`src/rtl/activation_unit.sv`:
```
// activation_unit: per-lane activation (bypass / ReLU / clipped ReLU / leaky ReLU)
//   with saturation to a narrower signed output. Latency 2 cycles (activation
//   register, then saturated output register); one beat per cycle when unstalled.
// Backpressure: each stage loads only when the stage after it is empty or draining;
//   enable=0 freezes every register and forces in_ready low.
// Ports: clk, rst_n (async, active low), enable, mode/clip_max/leak_shift (captured
//   per accepted beat), in_data/in_valid/in_ready, out_data/out_valid/out_ready.
// Optional macro ACTIVATION_UNIT_STATS_EN adds stats_clr, zero_count, sat_count.
module activation_unit #(
  parameter int IN_WIDTH  = 16,
  parameter int OUT_WIDTH = 8,
  parameter int LANES     = 4
) (
  input  logic                           clk,
  input  logic                           rst_n,
  input  logic                           enable,
  input  logic [1:0]                     mode,
  input  logic [OUT_WIDTH-1:0]           clip_max,
  input  logic [2:0]                     leak_shift,
  input  logic [LANES*IN_WIDTH-1:0]      in_data,
  input  logic                           in_valid,
  output logic                           in_ready,
  output logic [LANES*OUT_WIDTH-1:0]     out_data,
  output logic                           out_valid,
  input  logic                           out_ready
`ifdef ACTIVATION_UNIT_STATS_EN
  ,
  input  logic                           stats_clr,
  output logic [31:0]                    zero_count,
  output logic [31:0]                    sat_count
`endif
);

  localparam logic signed [IN_WIDTH-1:0] SAT_HI = IN_WIDTH'((1 << (OUT_WIDTH - 1)) - 1);
  localparam logic signed [IN_WIDTH-1:0] SAT_LO = ~SAT_HI;

  function automatic logic signed [IN_WIDTH-1:0] activate(
    input logic signed [IN_WIDTH-1:0] x,
    input logic [1:0]                 m,
    input logic signed [IN_WIDTH-1:0] c,
    input logic [2:0]                 s
  );
    logic neg;
    neg = x[IN_WIDTH-1];
    case (m)
      2'b01:   activate = neg ? '0 : x;
      2'b10:   activate = neg ? '0 : ((x > c) ? c : x);
      2'b11:   activate = neg ? (x >>> s) : x;
      default: activate = x;
    endcase
  endfunction

  // A clip ceiling with the top bit set would read as negative once signed,
  // so it is pulled down to the largest positive output value first.
  logic [OUT_WIDTH-1:0]        clip_eff;
  logic signed [IN_WIDTH-1:0]  clip_ext;
  assign clip_eff = clip_max[OUT_WIDTH-1] ? {1'b0, {(OUT_WIDTH-1){1'b1}}} : clip_max;
  assign clip_ext = IN_WIDTH'(clip_eff);

  logic                          run;
  logic                          s1_valid;
  logic [LANES*IN_WIDTH-1:0]     s1_data;
  logic [LANES*IN_WIDTH-1:0]     act_data;
  logic [LANES*OUT_WIDTH-1:0]    sat_data;
  logic                          out_load;
  logic                          s1_adv;
  logic                          in_xfer;
  logic                          out_xfer;

  // The output register may take a new beat when empty or being drained.
  assign out_load = enable && (!out_valid || out_ready);
  assign s1_adv   = s1_valid && out_load;
  assign in_ready = enable && run && (!s1_valid || s1_adv);
  assign in_xfer  = in_valid && in_ready;
  assign out_xfer = out_valid && out_ready && enable;

`ifdef ACTIVATION_UNIT_STATS_EN
  logic [LANES-1:0] sat_flag;
  logic [LANES-1:0] out_sat;
  logic [LANES-1:0] zero_flag;
`endif

  for (genvar l = 0; l < LANES; l++) begin : g_lane
    logic signed [IN_WIDTH-1:0] v;
    assign act_data[l*IN_WIDTH +: IN_WIDTH] =
      activate(in_data[l*IN_WIDTH +: IN_WIDTH], mode, clip_ext, leak_shift);
    assign v = s1_data[l*IN_WIDTH +: IN_WIDTH];
    assign sat_data[l*OUT_WIDTH +: OUT_WIDTH] =
      (v > SAT_HI) ? SAT_HI[OUT_WIDTH-1:0] :
      (v < SAT_LO) ? SAT_LO[OUT_WIDTH-1:0] : v[OUT_WIDTH-1:0];
`ifdef ACTIVATION_UNIT_STATS_EN
    assign sat_flag[l]  = (v > SAT_HI) || (v < SAT_LO);
    assign zero_flag[l] = (out_data[l*OUT_WIDTH +: OUT_WIDTH] == '0);
`endif
  end

  // in_ready stays low out of reset until the first edge that sees enable=1.
  always_ff @(posedge clk or negedge rst_n) begin
    if (!rst_n) begin
      run <= 1'b0;
    end else if (enable) begin
      run <= 1'b1;
    end
  end

  always_ff @(posedge clk or negedge rst_n) begin
    if (!rst_n) begin
      s1_valid <= 1'b0;
      s1_data  <= '0;
    end else if (in_xfer) begin
      s1_valid <= 1'b1;
      s1_data  <= act_data;
    end else if (s1_adv) begin
      s1_valid <= 1'b0;
    end
  end

  always_ff @(posedge clk or negedge rst_n) begin
    if (!rst_n) begin
      out_valid <= 1'b0;
      out_data  <= '0;
    end else if (s1_adv) begin
      out_valid <= 1'b1;
      out_data  <= sat_data;
    end else if (out_xfer) begin
      out_valid <= 1'b0;
    end
  end

`ifdef ACTIVATION_UNIT_STATS_EN
  function automatic logic [31:0] popcount(input logic [LANES-1:0] f);
    popcount = '0;
    for (int i = 0; i < LANES; i++) begin
      popcount = popcount + 32'(f[i]);
    end
  endfunction

  function automatic logic [31:0] sat_add(input logic [31:0] a, input logic [31:0] b);
    logic [32:0] sum;
    sum = {1'b0, a} + {1'b0, b};
    sat_add = sum[32] ? '1 : sum[31:0];
  endfunction

  // Saturation flags travel with the beat so they describe the lanes on out_data.
  always_ff @(posedge clk or negedge rst_n) begin
    if (!rst_n) begin
      out_sat <= '0;
    end else if (s1_adv) begin
      out_sat <= sat_flag;
    end
  end

  always_ff @(posedge clk or negedge rst_n) begin
    if (!rst_n) begin
      zero_count <= '0;
      sat_count  <= '0;
    end else if (stats_clr) begin
      zero_count <= '0;
      sat_count  <= '0;
    end else if (out_xfer) begin
      zero_count <= sat_add(zero_count, popcount(zero_flag));
      sat_count  <= sat_add(sat_count, popcount(out_sat));
    end
  end
`endif

endmodule

```
`config.mk`:
```
export PLATFORM = sky130hd
export DESIGN_NAME = activation_unit
export DESIGN_NICKNAME = d
export VERILOG_FILES = /design/src/rtl/activation_unit.sv
export SDC_FILE = /design/constraint.sdc
export NUM_CORES = 1
export LEC_CHECK = 0
export CORE_ASPECT_RATIO = 2
export CORE_UTILIZATION = 50
export DETAILED_ROUTE_END_ITERATION = 10
export PLACE_DENSITY = 0.72
export SYNTH_ARGS = -nofsm -noshare
export SYNTH_HDL_FRONTEND = slang
export SYNTH_SLANG_ARGS = --single-unit
```
`constraint.sdc`:
```
create_clock -name clk -period 2.3 [get_ports clk]
set_input_delay 0.575 -clock clk [delete_from_list [all_inputs] [get_ports clk]]
set_output_delay 0.575 -clock clk [all_outputs]
set_load 0.01 [all_outputs]
```
==> tab_implementation.tex <==
\begin{tabular}{lr}
\hline
Metric & Value \\
\hline
\multicolumn{2}{l}{\textbf{Outcome}} \\
\quad Status & complete, but fails checks \\
\quad Failing checks & setup timing \\
\multicolumn{2}{l}{\textbf{Critical path}} \\
\quad Cell with the largest stage delay on the worst path & or4\_4 \\
\quad Worst stage delay on the critical path & 0.60 ns \\
\quad Worst setup path class & input port to flop \\
\quad Worst-case register-to-register setup slack & roughly 0.52 ns \\
\quad Data required time of the worst path & around 2.6 ns \\
\quad Category of the worst setup path launch point & input port \\
\quad Critical-path cell list & buf\_12 > buf\_12 > nor2\_4 > ha\_4 > and4b\_1 > o211ai\_1 > or4\_4 > o211ai\_4 > nand2\_2 > a311oi\_2 \\
\quad Kind of capture point of the worst setup path & flop \\
\quad Data arrival, critical path & approximately 2.8 ns \\
\quad Maximum fanout along the worst path & 6 \\
\quad Buffers \& Inverters on Critical Path & 2 \\
\quad Top delay family on crit path & simple AND/OR/NAND/NOR gates \\
\quad Cell repeated most along the worst path & buf\_12 \\
\multicolumn{2}{l}{\textbf{Timing}} \\
\quad Total Negative Setup Slacks & -3.72 ns \\
\quad Period utilisation layout & 109\% \\
\quad Slew Limit Headroom & 54.8\% \\
\quad Number of max-slew violations in the final report & 0 \\
\quad Maximum clock rate & $\sim$400 MHz \\
\quad Setup repair after global routing missed its margin & yes \\
\quad Smallest setup slack after layout & -0.210 ns \\
\quad Post-Route Skew & between 0.008 and 0.009 ns \\
\quad Minimum clock period & 2.51 ns \\
\quad Worst Tran Pin Value & slightly below 0.7 ns \\
\quad Setup-failing EPs final & 31 \\
\quad Hold violation count in the final report & 0 \\
\multicolumn{2}{l}{\textbf{Logic synthesis}} \\
\quad Multiplexer share of the synthesized area & $\sim$16\% \\
\quad Number of nets produced by synthesis & 1,089 \\
\quad Most common flop cell mapped by yosys & dfrtp\_1 \\
\quad Number of synthesized register bits & approximately 100 \\
\quad Largest area contributor in the synthesized netlist & dfrtp\_1 \\
\quad Share of the synthesized area in compound gates (AO/OA/AOI/OAI) & between 20\% and 30\% \\
\quad Most numerous cell in the Yosys netlist & nand2\_1 \\
\quad Leading cell types by count after synthesis & nand2\_1 (151), nor2\_1 (102), dfrtp\_1 (99), o21ai\_0 (95), mux2i\_1 (81) \\
\quad Number of synthesis warnings & 0 \\
\quad Area share of fa/ha/maj cells after synthesis & under 10\% \\
\quad Post-Syn Area & 0.00801 sq mm \\
\quad Distinct cells, synth & 63 \\
\quad Largest cells by area after synthesis & dfrtp\_1 (31\%), mux2i\_1 (10\%), nand2\_1 (7.1\%) \\
\quad Sequential-to-total area share from yosys stat & a little under a third \\
\quad Synth Area per Inst & roughly 8.1 sq um \\
\quad Number of cells produced by synthesis & about 990 \\
\quad Combinational family with the most area after synthesis & compound AO/OA/AOI/OAI gates \\
\quad Xor/xnor share of the synthesized area & less than 1\% \\
\quad Number of enable flip-flop cells after synthesis & 0 \\
\quad Async S/R FF share, synth & 100\% \\
\quad Area share of the largest cell type after synthesis & a little under a third \\
\quad Post-Synth Simple-Gate Area & between 20\% and 30\% \\
\multicolumn{2}{l}{\textbf{Floorplan}} \\
\quad Total die area & approximately 0.017 sq mm \\
\quad IO Count & between 100 and 150 \\
\quad CORE AREA & 0.0157 sq mm \\
\quad Starting density of the core & 51.1\% \\
\quad Die width & 91.5 um \\
\quad Chip Height & $\sim$180 um \\
\quad Number of rows in the core area & between 60 and 70 \\
\multicolumn{2}{l}{\textbf{Layout}} \\
\quad Ratio of cells with drive above 1 in the final layout & between 20\% and 30\% \\
\quad Filler-free cell count of the finished design & $\sim$1,500 \\
\quad Final nets & approximately 1,400 \\
\quad Filler cells & between 1,000 and 1,500 \\
\quad Number of inserted diodes & 0 \\
\quad P\&R area growth vs syn & 47.9\% \\
\multicolumn{2}{l}{\textbf{Power}} \\
\quad Maximum ir drop on the vdd rail & 0.328 mV \\
\quad Static Leak & 0.00524 uW \\
\quad Pwr dens & around 560 mW/mm\^{}2 \\
\multicolumn{2}{l}{\textbf{Drt}} \\
\quad Vias after detailed routing & about 9,400 \\
\quad Post-route antenna net violation count & 0 \\
\quad Via density & $\sim$6.4 \\
\quad Number of iterations in the first detailed-routing pass & 6 \\
\quad Remaining DRCs & 0 \\
\quad Routed length per placed instance & $\sim$22 um \\
\quad Routed wire length & 31,900 um \\
\quad Starting DRC count in detailed routing & between 600 and 700 \\
\multicolumn{2}{l}{\textbf{Global routing}} \\
\quad Vias in the first global route & between 9,000 and 10,000 \\
\quad Wire length of the first global-routing pass & between 40,000 and 50,000 um \\
\quad Pin count of the biggest net entering global routing & 33 \\
\quad Antenna violations before repair & 0 \\
\quad Final global-route overflow total & 0 \\
\quad Total global-route track usage & a little under 40\% \\
\multicolumn{2}{l}{\textbf{Placed design}} \\
\quad Cells after DPL & about 1,400 \\
\quad PortBufs & roughly 120 \\
\quad Dpl ws & -0.963 ns \\
\quad Total half-perimeter wirelength after legalization and detailed placement & around 25,000 um \\
\quad Placer's final routability congestion estimate & between 1 and 1.5 \\
\multicolumn{2}{l}{\textbf{Clock tree}} \\
\quad Maximum level of the CTS H-tree & 3 \\
\quad Skew-Pair Late Insertion Delay & approximately 0.36 ns \\
\quad Number of buffers between clock root and the deepest sink & 2 \\
\quad Clock transition at path regs & 0.07 ns \\
\quad Clock buffer count from CTS & 9 \\
\quad Clock net sink count & 99 \\
\quad CTS root buf & clkbuf\_16 \\
\quad CTS tree & done \\
\multicolumn{2}{l}{\textbf{Min path}} \\
\quad Worst hold path class & input port to async pin \\
\multicolumn{2}{l}{\textbf{Flow run}} \\
\quad \# Max-Cap Violations & 0 \\
\hline
\end{tabular}
## where the power goes
part           leakage, uW  switching, uW  internal [uW]
Combinational      0.00392           1320           1340
Sequential         0.00119            313           2180
Clock             0.000131            683            763
## routing by layer
| metal | routed length [um] | GRT usage, % | part of all wire (%) |
|---|---|---|---|
| met5 | 0 | 0 | 0 |
| met4 | 2840 | 30.1 | 8.9 |
| met3 | 1920 | 5.09 | 6.0 |
| met2 | 16000 | 67.7 | 50 |
| met1 | 11100 | 42.3 | 35 |
## stage by stage
| step | total power, uW | cell area (sq um) | hold WS (ns) | utilization (%) |
|---|---|---|---|---|
| 5_1_grt | 6940 | 11900 | 0.182 | 75.5 |
| 4_1_cts | 6540 | 11700 | 0.165 | 74.4 |
| 2_1_floorplan | 3640 | 8180 | 0.279 | - |
| 3_3_place_gp | 4970 | 10900 | 0.457 | 69.5 |
| 3_5_place_dp | 5040 | 10900 | 0.470 | 69.5 |
| 6_report | 6610 | 11900 | 0.150 | 75.5 |
## flip-flops by register name, summed over array words and instances (netlist names)
| register | flops |
|---|---|
| run | 1 |
| s1_data | 64 |
| out_data | 32 |
| s1_valid | 1 |
| out_valid | 1 |
## layout make-up
cell class	instances	area (sq um)	area share, %
Multi-Input combinational cell	794	5690	48.0
Tap cell	201	251	2.12
Inverter	22	85.1	0.718
Clock buffer	10	239	2.02
Timing Repair Buffer	342	3070	25.9
Clock inverter	5	37.5	0.317
Sequential cell	99	2480	20.9
## cells in the final DEF (no fill, tap or decap), types with 9 or more instances in the layout
| master | Yosys | final |
|---|---|---|
| clkdlybuf4s50_1 | 0 | 80 |
| buf_6 | 0 | 20 |
| nand2_1 | 151 | 145 |
| clkbuf_16 | 0 | 9 |
| nand3_1 | 18 | 14 |
| ha_4 | 0 | 12 |
| o211ai_1 | 23 | 23 |
| mux4_2 | 16 | 16 |
| o21a_1 | 9 | 9 |
| buf_12 | 0 | 15 |
| nor2_1 | 102 | 98 |
| nand4_1 | 13 | 13 |
| dlygate4sd2_1 | 0 | 19 |
| a31oi_1 | 10 | 10 |
| a21oi_1 | 66 | 59 |
| inv_1 | 22 | 19 |
| nor3_1 | 19 | 17 |
| buf_4 | 0 | 194 |
| mux2i_1 | 81 | 81 |
| dfrtp_1 | 99 | 99 |
| o22ai_1 | 10 | 9 |
| mux2_2 | 13 | 13 |
| o21ai_0 | 95 | 88 |
## final timing paths
kind | start | cells after the start | to
setup / recovery | clip_max[7] | 10 | s1_data[6]$_DFFE_PN0P_
hold / removal | rst_n | 1 | s1_data[50]$_DFFE_PN0P_
setup reg to reg | s1_valid$_DFFE_PN0P_ | 6 | s1_data[17]$_DFFE_PN0P_
hold reg to reg | out_data[23]$_DFFE_PN0P_ | 2 | out_data[23]$_DFFE_PN0P_
max in group asynchronous | rst_n | 2 | s1_data[12]$_DFFE_PN0P_
min in group clk | out_data[23]$_DFFE_PN0P_ | 2 | out_data[23]$_DFFE_PN0P_
## cell families after synthesis
group | Yosys count
flops | 99
compound gates | 292
simple gates | 364
mux | 110
buf+inv | 94
xor+xnor | 4
fa+ha+maj | 24
## repair_timing
| action | CTS | global route |
|---|---|---|
| buffers inserted | 20 | 8 |
| endpoints found under the hold margin | 0 | 0 |
| setup endpoints to repair | 36 | 36 |
| pin swaps | 64 | 50 |
| resized for setup | 111 | 48 |
| cloned | 0 | 0 |
| hold buffers | 0 | 0 |
Note: power is estimated with default switching activity, not from simulation.
==> variant, RTL diff (config.mk and constraints unchanged) <==
Add an input register stage for `mode`; this delays it by one clock. The other inputs are not delayed to match.
--- a/src/rtl/activation_unit.sv
+++ b/src/rtl/activation_unit.sv
@@ -33,6 +33,12 @@
 
   localparam logic signed [IN_WIDTH-1:0] SAT_HI = IN_WIDTH'((1 << (OUT_WIDTH - 1)) - 1);
   localparam logic signed [IN_WIDTH-1:0] SAT_LO = ~SAT_HI;
+
+  logic [1:0] mode_q;
+
+  always_ff @(posedge clk) begin
+    mode_q <= mode;
+  end
 
   function automatic logic signed [IN_WIDTH-1:0] activate(
     input logic signed [IN_WIDTH-1:0] x,
@@ -83,7 +89,7 @@
   for (genvar l = 0; l < LANES; l++) begin : g_lane
     logic signed [IN_WIDTH-1:0] v;
     assign act_data[l*IN_WIDTH +: IN_WIDTH] =
-      activate(in_data[l*IN_WIDTH +: IN_WIDTH], mode, clip_ext, leak_shift);
+      activate(in_data[l*IN_WIDTH +: IN_WIDTH], mode_q, clip_ext, leak_shift);
     assign v = s1_data[l*IN_WIDTH +: IN_WIDTH];
     assign sat_data[l*OUT_WIDTH +: OUT_WIDTH] =
       (v > SAT_HI) ? SAT_HI[OUT_WIDTH-1:0] :
Behaviour: not the same (a bounded check fails within 4 cycles, from zero or initial values and one cycle with rst_n low).
==> variant against the unedited design <==
The run still ends with setup timing left. Worst hold slack got worse by 0.043 ns. Synthesized area rose by 1.1%. Non-clock buffer count decreased by 30. Die area up 1.0%. Total power is 0.71% lower. Cell area fell by 3.2%. Setup slack better by 0.16 ns. Sequential cell count up 2. Routed wire length decreased by 7.0%. Largest cell class unchanged.
==> variant: results <==
metrics = {
    "outcome": {
        "status": "complete, but fails checks",
        "violations": "setup timing",
    },
    "route": {
        "wire_per_inst_um": 21.08,
        "met2WireLength_mm": 14.95,
        "wl_met3_mm": 1.662,
        "drt-initial-drc-count": 891,
        "first_pass_iters": 5,
        "vias": 8922,
        "met1Wirelength_mm": 10.91,
    },
    "synthesis": {
        "syn_inst": 941,
        "ys_seq_area_share_pct": 31.08,
        "synth_cell_type_count": 78,
        "syn_nets": 1043,
        "synth_area_leaders": "dfrtp_1 31%, mux2i_1 9.1%, mux4_2 7.0%",
        "async_reset_ff_share_pct": 98.02,
        "synth_common_cells": "119 x nand2_1, 103 x nor2_1, 99 x dfrtp_1",
    },
    "global_routing": {
        "grt_use_total_pct": 36.80,
        "antenna_found_initial": 0,
        "use_met1_pct": 43.05,
        "gr-usage-met2_pct": 62.90,
        "grt_max_degree": 57,
        "grt_pass1_vias": 9022,
        "use_met3_pct": 3.518,
        "grt_pass1_wl_mm": 47.43,
    },
    "timing": {
        "finClkSkew_ns": 0.007252,
        "worstMarginPinSlew_ns": 0.5926,
        "tns_ns": -0.1668,
        "setup_viol": 5,
        "fin_ws_ns": -0.05269,
        "hold_slack_ns": 0.1073,
    },
    "final_layout": {
        "final_nets": 1303,
        "fillers": 1236,
        "antenna_cells": 0,
        "drive_gt1_share_pct": 27.45,
        "reg_top3": "s1_data x64, out_data x32, mode_q x2",
        "final_cells": 1407,
    },
    "place": {
        "hpwl_mm": 22.84,
        "placed_area_um2": 10750,
        "gp_congestion": 0.9928,
        "place_ws_ns": -1.031,
    },
    "worst_hold_path": {
        "hp-class": "in -> async",
    },
    "cts": {
        "root_buffer": "clkbuf_16",
        "cts.repair.resized": 97,
        "clk_pin_slew_ns": 0.07,
        "cts_max_path_buffers": 2,
        "post_cts.repair.setup_buffers": 15,
    },
    "critical_path": {
        "r2r_end": "s1_data[38]$_DFFE_PN0P_",
        "crit_arrival_ns": 2.60,
        "crit_path_start": "clip_max[7]",
        "endpoint": "s1_data[34]$_DFFE_PN0P_",
        "critPathMaxStageDelay_ns": 0.24,
        "worst_path_dominant_cell_family": "compound AO/OA/AOI/OAI gates",
        "worstRegToRegCells": 5,
        "r2r_start": "mode_q[0]$_DFF_P_",
        "critPathSlowestCell": "a211o_1",
        "r2r_setup_slack_ns": 0.27,
        "path_max_fanout": 4,
    },
    "power_and_ir_drop": {
        "max-vdd-ir-drop_mv": 0.3622,
        "power.leakage_nw": 5.114,
    },
}
variant: changes by cell type after synthesis, moves of 10 or more:
cell      unedited run  this run
clkbuf_1            54        39
or4_1               13         3
a21oi_1             66        49
nand2_1            151       119
nor3_1              19         8
variant: power by group:
part / switching [W] / internal (W) / leakage, nW
clock: 0.000695 / 0.000771 / 0.129
sequential: 0.000337 / 0.00222 / 1.20
combinational: 0.00123 / 0.00130 / 3.78
variant: logic make-up after synthesis:
logic type / Yosys count / share of synthesized area [%]
AOI/OAI and AO/OA: 287 / 23.24
xor gates and xnor gates: 5 / 0.5407
and+or+nand+nor: 318 / 18.03
adders and majority gates: 24 / 3.615
DFF: 101 / 31.08
muxes: 113 / 18.41
buffers and inverters: 93 / 5.082
variant: area by class of cell:
cell class                 count  area, µm²  area share, %
clock inverter                 4      32.53         0.2835
clock buffer                  12      246.5          2.148
sequential                   101       2517          21.94
multi-input combinational    750       5579          48.63
inverter                      27      101.3         0.8833
timing repair buffer         312       2745          23.93
tap                          201      251.5          2.192
